**config.mk**
```make
export PLATFORM = sky130hd
export DESIGN_NAME = requant_pipe
export DESIGN_NICKNAME = d
export VERILOG_FILES = /design/src/rtl/requant_pkg.sv /design/src/rtl/requant_lane.sv /design/src/rtl/requant_pipe.sv
export SDC_FILE = /design/constraint.sdc
export NUM_CORES = 1
export LEC_CHECK = 0
export CAP_MARGIN = 10
export CORE_MARGIN = 5
export CORE_UTILIZATION = 35
export CTS_CLUSTER_SIZE = 28
export DETAILED_ROUTE_END_ITERATION = 16
export PLACE_DENSITY_LB_ADDON = 0.1
export SLEW_MARGIN = 20
export SYNTH_ARGS = -nofsm -noshare
export SYNTH_HDL_FRONTEND = slang
export SYNTH_HIERARCHICAL = 1
export SYNTH_SLANG_ARGS = --single-unit
```
**constraint.sdc**
```tcl
create_clock -name clk -period 5.3 [get_ports clk]
set_input_delay 1.59 -clock clk [delete_from_list [all_inputs] [get_ports clk]]
set_output_delay 1.59 -clock clk [all_outputs]
set_load 0.05 [all_outputs]
```
**src/rtl/requant_pkg.sv**
```systemverilog
// Shared constants for the requantisation pipeline.
// Build option REQUANT_RELU_EN enables the per-beat ReLU clamp.
package requant_pkg;

  localparam int LANES_DEF   = 4;
  localparam int IN_W_DEF    = 32;
  localparam int OUT_W_DEF   = 8;
  localparam int SHIFT_W_DEF = 5;
  localparam int SAT_CNT_W   = 16;

`ifdef REQUANT_RELU_EN
  localparam bit RELU_ON = 1'b1;
`else
  localparam bit RELU_ON = 1'b0;
`endif

endpackage

```
**src/rtl/requant_lane.sv**
```systemverilog
// One lane: round-half-up arithmetic shift into the S1 register,
// saturating clip (optionally ReLU) into the S2 register.
module requant_lane
  import requant_pkg::*;
#(
  parameter int IN_W    = IN_W_DEF,
  parameter int OUT_W   = OUT_W_DEF,
  parameter int SHIFT_W = SHIFT_W_DEF
) (
  input  logic               clk,
  input  logic               rst_b,
  input  logic               s1_load_i,
  input  logic               s2_load_i,
  input  logic [IN_W-1:0]    x_i,
  input  logic [SHIFT_W-1:0] shift_i,
  input  logic               relu_i,
  output logic [OUT_W-1:0]   out_o,
  output logic               clip_o
);

  localparam int YW = IN_W + 1;
  localparam logic signed [YW-1:0] Y_MAX = YW'((2 ** (OUT_W - 1)) - 1);
  localparam logic signed [YW-1:0] Y_MIN = ~Y_MAX;

  logic signed [YW-1:0] x_ext, bias, sum, y_d, y_q;
  logic [OUT_W-1:0]     out_d, out_q;

  // One extra bit of headroom so adding the rounding bias never overflows.
  always_comb begin
    x_ext = {x_i[IN_W-1], x_i};
    bias  = '0;
    if (shift_i != '0) bias = {{(YW-1){1'b0}}, 1'b1} << (shift_i - 1'b1);
    sum = x_ext + bias;
    y_d = sum >>> shift_i;
  end

  always_comb begin
    out_d  = y_q[OUT_W-1:0];
    clip_o = 1'b0;
    if (y_q > Y_MAX) begin
      out_d  = Y_MAX[OUT_W-1:0];
      clip_o = 1'b1;
    end else if (y_q < Y_MIN) begin
      if (relu_i) begin
        out_d = '0;
      end else begin
        out_d  = Y_MIN[OUT_W-1:0];
        clip_o = 1'b1;
      end
    end else if (relu_i && y_q[YW-1]) begin
      out_d = '0;
    end
  end

  always_ff @(posedge clk or negedge rst_b) begin
    if (!rst_b) begin
      y_q   <= '0;
      out_q <= '0;
    end else begin
      if (s1_load_i) y_q <= y_d;
      if (s2_load_i) out_q <= out_d;
    end
  end

  assign out_o = out_q;

endmodule

```
**src/rtl/requant_pipe.sv**
```systemverilog
// Two-stage requantisation pipeline with valid/ready handshakes and a
// saturating clip counter. ReLU is honoured only when REQUANT_RELU_EN is defined.
module requant_pipe
  import requant_pkg::*;
#(
  parameter int LANES   = LANES_DEF,
  parameter int IN_W    = IN_W_DEF,
  parameter int OUT_W   = OUT_W_DEF,
  parameter int SHIFT_W = SHIFT_W_DEF
) (
  input  logic                   clk,
  input  logic                   rst_b,
  input  logic [SHIFT_W-1:0]     shift,
  input  logic                   relu_en,
  input  logic                   in_valid,
  output logic                   in_ready,
  input  logic [LANES*IN_W-1:0]  in_data,
  output logic                   out_valid,
  input  logic                   out_ready,
  output logic [LANES*OUT_W-1:0] out_data,
  input  logic                   sat_clr,
  output logic [SAT_CNT_W-1:0]   sat_cnt
);

  logic                 s1_valid_q, s1_valid_d;
  logic                 s2_valid_q, s2_valid_d;
  logic                 s1_relu_q;
  logic                 s1_adv, s1_load, s2_load;
  logic [LANES-1:0]     clip;
  logic [SAT_CNT_W-1:0] sat_q, sat_d;
  logic [SAT_CNT_W:0]   clip_sum, sat_sum;

  assign s1_adv   = !s2_valid_q || out_ready;
  assign in_ready = !s1_valid_q || s1_adv;
  assign s1_load  = in_valid && in_ready;
  assign s2_load  = s1_valid_q && s1_adv;

  always_comb begin
    s1_valid_d = in_ready ? in_valid : s1_valid_q;
    s2_valid_d = s1_adv ? s1_valid_q : s2_valid_q;

    clip_sum = '0;
    for (int k = 0; k < LANES; k++) clip_sum = clip_sum + {{SAT_CNT_W{1'b0}}, clip[k]};
    sat_sum = {1'b0, sat_q} + clip_sum;

    // Clear has priority over the count of the beat entering S2.
    sat_d = sat_q;
    if (sat_clr) sat_d = '0;
    else if (s2_load) sat_d = sat_sum[SAT_CNT_W] ? '1 : sat_sum[SAT_CNT_W-1:0];
  end

  always_ff @(posedge clk or negedge rst_b) begin
    if (!rst_b) begin
      s1_valid_q <= 1'b0;
      s2_valid_q <= 1'b0;
      s1_relu_q  <= 1'b0;
      sat_q      <= '0;
    end else begin
      s1_valid_q <= s1_valid_d;
      s2_valid_q <= s2_valid_d;
      if (s1_load) s1_relu_q <= relu_en & RELU_ON;
      sat_q <= sat_d;
    end
  end

  for (genvar k = 0; k < LANES; k++) begin : g_lane
    requant_lane #(
      .IN_W    (IN_W),
      .OUT_W   (OUT_W),
      .SHIFT_W (SHIFT_W)
    ) u_lane (
      .clk       (clk),
      .rst_b     (rst_b),
      .s1_load_i (s1_load),
      .s2_load_i (s2_load),
      .x_i       (in_data[k*IN_W +: IN_W]),
      .shift_i   (shift),
      .relu_i    (s1_relu_q),
      .out_o     (out_data[k*OUT_W +: OUT_W]),
      .clip_o    (clip[k])
    );
  end

  assign out_valid = s2_valid_q;
  assign sat_cnt   = sat_q;

endmodule
```
* After elaboration in Yosys (flattened, before gate mapping) *
Cells that the tools add are included.

storage, ports and cells
  flip-flop bits (word level) = 182
  bits of input ports = 139
  word-level logic and storage cells = 61

cells by class
  add/subtract/negate cells = 9
  $lt $le $gt $ge = 8
  shifts and indexed selects = 5
  multiplexer cells = 20
  reductions and logical operators = 8

operators with widths
  kind                                                             number
  adder 32 x 33 -> 33 bit                                          4
  greater-than comparator 33 x 8 -> 1 bit (second input constant)  4
  less-than comparator 33 x 8 -> 1 bit (second input constant)     4
  >>> shifter 33 x 5 -> 33 bit                                     4
  two-way mux 8 bit                                                8
  two-way mux 16 bit                                               3
  two-way mux 33 bit                                               1
  left shift 1 x 5 -> 33 bit (first input constant)                1
  adder 16 x 4 -> 17 bit                                           1
  two-way mux 1 bit                                                8
  nonzero test 5 bit                                               1
  subtractor 5 x 1 -> 5 bit (second input constant)                1
  adder 3 x 1 -> 4 bit                                             1
  adder 2 x 1 -> 3 bit                                             1
  adder 1 x 1 -> 2 bit                                             1
  logical AND 1 bit                                                2
  logical NOT 1 bit                                                2
  logical OR 1 bit                                                 2
  nonzero test 2 bit                                               1

* Longest topological paths before layout *
  depth after elaboration = 10
  gate-level depth with buffers = 20
  mapped depth without buffers = 16

* Cells and area by module *
The synthesis kept the hierarchy.

by module, submodules not included
  module                                instances  cells each  area an instance (um2)  sequential area each (um2)
  requant_lane at g_lane[1].u_lane ...  3          828         6216.0                  1026.0
  requant_lane at g_lane[0].u_lane      1          774         5953.2                  1026.0
  requant_pipe                          1          108         1117.3                  450.4

* Worst setup path after synthesis *
OpenSTA, ideal clock, no wires.

  kind = input-to-reg
  from = input port shift[2]
  to = register g_lane[0].u_lane.y_q[5]
  arrival time = 5880 ps
  setup slack = -706 ps
  stages on the path = 20
  buffers on the path = 5
  path through = clkbuf_1 -> inv_1 -> clkbuf_1 -> buf_1 -> buf_1 -> nand2_1 -> nor3_1 -> ha_1 -> buf_6 -> and3_4 -> a221oi_2 -> a2111oi_2 -> nor3_2 -> o221ai_2 -> xor2_2 -> mux4_2 -> mux2i_4 -> nor2_1 -> a22o_1 -> o32a_1

between the ends
  word-level cells in the longest chain between the ends = 5
  elaborated cells on any way between the ends = 6
  those cells by class = 2 x add/sub; 2 x shift; 1 x mux; 1 x reduce/logical

RTL lines
  what                              RTL line            source
  start: declaration                requant_pipe.sv:13  input logic [SHIFT_W-1:0] shift,
  subtractor 5 x 1 -> 5 bit         requant_lane.sv:32  if (shift_i != '0) bias = {{(YW-1){1'b0}}, 1'b1} << (shift_i - 1'b1);
  left shift 1 x 5 -> 33 bit        requant_lane.sv:32
  two-way mux 33 bit                requant_lane.sv:32
  adder 32 x 33 -> 33 bit           requant_lane.sv:33  sum = x_ext + bias;
  >>> shifter 33 x 5 -> 33 bit (*)  requant_lane.sv:34  y_d = sum >>> shift_i;
  end signal: assignment            requant_lane.sv:60  if (s1_load_i) y_q <= y_d;
  end: declaration                  requant_lane.sv:25  logic signed [YW-1:0] x_ext, bias, sum, y_d, y_q;

Every way passes the cells marked *; elsewhere a longest branch is shown, timed or not.
A chain may end at the register's enable or synchronous reset.

* Worst setup path after layout *
  from = input port shift[4]
  to = register g_lane[0].u_lane.y_q[5]

The elaborated chain is that of the path after synthesis.

==> impl_metrics.yaml <==
critical_path:
  cp-start-kind: "primary input"
  cp_max_fanout: 10
  critPathArrivalTime_ns: 5.54
  worstReg2RegStart: "g_lane[2].u_lane/y_q[25]"
  timing.reg2reg.worst_path_depth: 13
  critical_path_required_ns: 5.65
  worst-r2r-setup-slack_ns: 0.92
  kind_of_critical_path: "in2reg"
  endpoint_kind: "flip-flop"
  worst_r2r_endpoint: "sat_cnt[0]"
floorplan:
  start_util_pct: 35.25
  core_area_sq_um: 72960
  top_level_ports: 189
  floorplan.rows: 99
  die_footprint_sq_um: 79000
  die_height_um: 281.1
  die_w_um: 281.1
finish:
  drive_above_1_share_pct: 30.96
  layout_common_cells: "buf_4 (945), nor2_1 (423), nand2_1 (314), a21oi_1 (313), dfrtp_1 (182)"
  antenna_cells: 0
  multi_input_logic_area_sq_um: 20150
  layout.area.seq_sq_um: 4554
  layout.cells.most_common: "buf_4"
  syn_to_final_growth_pct: 39.79
  n_fill_cell: 7267
  finish.utilization_pct: 49.28
  finalNetCount: 4568
  instances_no_fill: 5265
hold_path:
  worstHoldEndpoint: "g_lane[1].u_lane/y_q[0]"
  hold_path.class: "reg2reg"
  worstHoldStart: "g_lane[1].u_lane/y_q[0]"
  worstHoldPathCells: 2
routing:
  avgRoutedWirePerCell_um: 20.43
  drc: 0
  vias_per_cell: 5.768
  firstDrtPassIters: 6
  ant_nets: 0
  finalWirelength_um: 107600
  num_vias: 30370
  drt_first_iter_violations: 2259
timing:
  final.min_clock_period_ns: 5.193
  achievable-frequency_mhz: 192.6
  timing.hold.ws_ns: 0.5087
  setup-tns-final_ns: 0
  timing.final.max_slew_violations: 0
  postLayoutSetupSlackWorst_ns: 0.1074
  timing_hold_violations_final: 0
  finalSetupViolations: 0
  worst_slew_pin_slew_ns: 0.9729
  unrepaired_setup_endpoints_after_global_routing: "true"
  fin_crit_sh_pct: 97.97
  timing.clock.skew_ns: 0.007587
  max_slew_margin_pct: 34.29
synthesis:
  fraction_of_registers_with_async_set_or_reset_after_synthesis_pct: 100.0
  syn-cell-area_sq_um: 25720
  yosys_register_bits: 182
  post_synth_inst_count: 3366
  synth_sequential_area_ratio_pct: 17.71
  synth-warning-count: 6
  synthTopCellsByArea: "dfrtp_1 (18%), a21oi_1 (6.3%), ha_1 (6.3%)"
  synth-edff-count: 0
  post_synth.cell_area_avg_sq_um: 7.641
  synth_cell_type_count: 120
  postSynth.topFlopCell: "dfrtp_1"
  post-synth-top-area-fraction_pct: 17.71
  synth_top_area_cell: "dfrtp_1"
cts:
  total_cts_buffers: 17
  clock_insertion_delay_worst_skew_ns: 0.47
  cts.htree.levels: 4
  cts-root-to-sink-buffers: 2
  cts_tree: "done"
  hold_buffers: 0
  clockRootBuffer: "clkbuf_16"
  clk_pin_slew_worst_paths_ns: 0.07
  clock-sinks: 182
placement:
  dp.cells: 5232
  place_hpwl_um: 87760
  detailedPlace.worstSlack_ns: -0.5367
  gpl.final_weighted_congestion: 0.9261
  portBuffers: 187
power:
  reg_power_share_pct: 29.0
  internal_power_w: 0.003760
  clockPowerShare_pct: 20.2
  power_density_nw_per_um2: 179.0
  combinationalPowerShare_pct: 50.9
  vdd.ir_drop.worst_uv: 249.3
  leakagePower_nw: 15.64
  p_sw_w: 0.002675
  switching_share_pct: 41.56
global_route:
  pin_count_of_the_biggest_net_entering_global_routing: 79
  grt_first_pass_wirelength_um: 168400
  grt_antenna_before_repair: 1
  grt.overflow.total: 0
  grt_pass1_vias: 29860
  globalRouteTotalUtil_pct: 26.23
flow_run:
  drv.max_cap_violation_count: 0
run_status:
  outcome: "completed"
-- critical path, cell delays in order --
cell	delay (ns)
buf_4	0.20
buf_12	0.17
buf_12	0.13
nor3_1	0.29
ha_1	0.35
and3_4	0.19
a221oi_2	0.33
a2111oi_2	0.17
nor3_2	0.43
o221ai_2	0.19
xor2_2	0.18
mux4_2	0.50
mux2i_4	0.19
nor2_1	0.06
a22o_1	0.19
o32a_1	0.35
-- state kept, by name, summed over array words and instances (netlist names) --
name,cells
sat_cnt,16
g_lane.u_lane/out_o,32
out_valid,1
s1_valid_q,1
g_lane.u_lane/y_q,132
-- repair_timing --
item,in CTS,in global routing
endpoints found under the setup margin,3,94
gates resized for setup,2,79
pin swaps,1,10
setup buffers,0,1
-- layout make-up --
class,instances,area share (%)
timing repair buffer,1142,25.56
multi-input combinational,2880,56.05
clock buffer,18,1.194
sequential,182,12.67
tap,959,3.338
inverter,70,0.7517
clock inverter,14,0.4420
-- metrics by stage --
step                area, sq um  total power, W
global placement          35030        0.005055
CTS                       35630        0.006414
detailed placement        35030        0.005096
global route              35950        0.006822
finish                    35950        0.006435
floorplan                 25900        0.003661
-- Yosys cell counts, drive strengths merged, types with 30 or more instances --
library cell and instances:
buf 107, nor4 46, o21ai 196, dfrtp 182
and2 31, nand4 76, nor2 432, ha 129
a21o 57, a21oi 345, a31oi 40, inv 68
xnor2 52, o221ai 30, o22ai 35, o211ai 53
nand2 326, clkbuf 134, mux2 41, mux2i 96
xor2 56, nor3 120, a211oi 63, mux4 46
o21a 40, or3 42, nand3 73
-- worst max-delay path by stage --
stage,from,endpoint,slack (ns),depth (start not counted)
6_report,shift[4],g_lane[0].u_lane/y_q[5],0.11,16
5_1_grt,shift[0],g_lane[2].u_lane/y_q[12],-0.08,17
4_1_cts,shift[1],g_lane[2].u_lane/y_q[6],0.02,16
3_5_place_dp,shift[3],g_lane[2].u_lane/y_q[6],-0.54,17
3_3_place_gp,shift[3],g_lane[2].u_lane/y_q[6],-0.47,17
2_1_floorplan,shift[2],g_lane[0].u_lane/y_q[5],-0.02,20
-- power groups by stage --
stage | sequential (W) | combinational [W] | clock [W]
after floorplan | 0.00202 | 0.00164 | 0
after global placement | 0.00187 | 0.00318 | 0
after detailed placement | 0.00189 | 0.00321 | 0
after CTS | 0.00186 | 0.00323 | 0.00133
after global routing | 0.00190 | 0.00354 | 0.00139
final | 0.00186 | 0.00327 | 0.00130
-- routing by layer --
metal | up-vias | GRT usage (%) | routed length [um]
met4 | 2 | 4.294 | 1542
met5 | - | 0 | 13
met3 | 95 | 2.716 | 5556
met1 | 14720 | 37.94 | 50850
li1 | 14690 | - | -
met2 | 870 | 43.21 | 49620
-- cell families (layout without fill, tap and decap cells) --
family	count (synthesis)	after routing	share of synthesized area (%)
AO/OA/AOI/OAI	1179	1179	33.24
other	5	12	0.07298
flip-flops	182	182	17.71
multiplexers	183	183	9.608
buffers and inverters	311	1244	5.366
adder cells (fa/ha/maj)	136	136	6.821
XOR/XNOR	108	108	3.736
AND/OR/NAND/NOR	1262	1262	23.44
(Power assumes the default switching activity.)
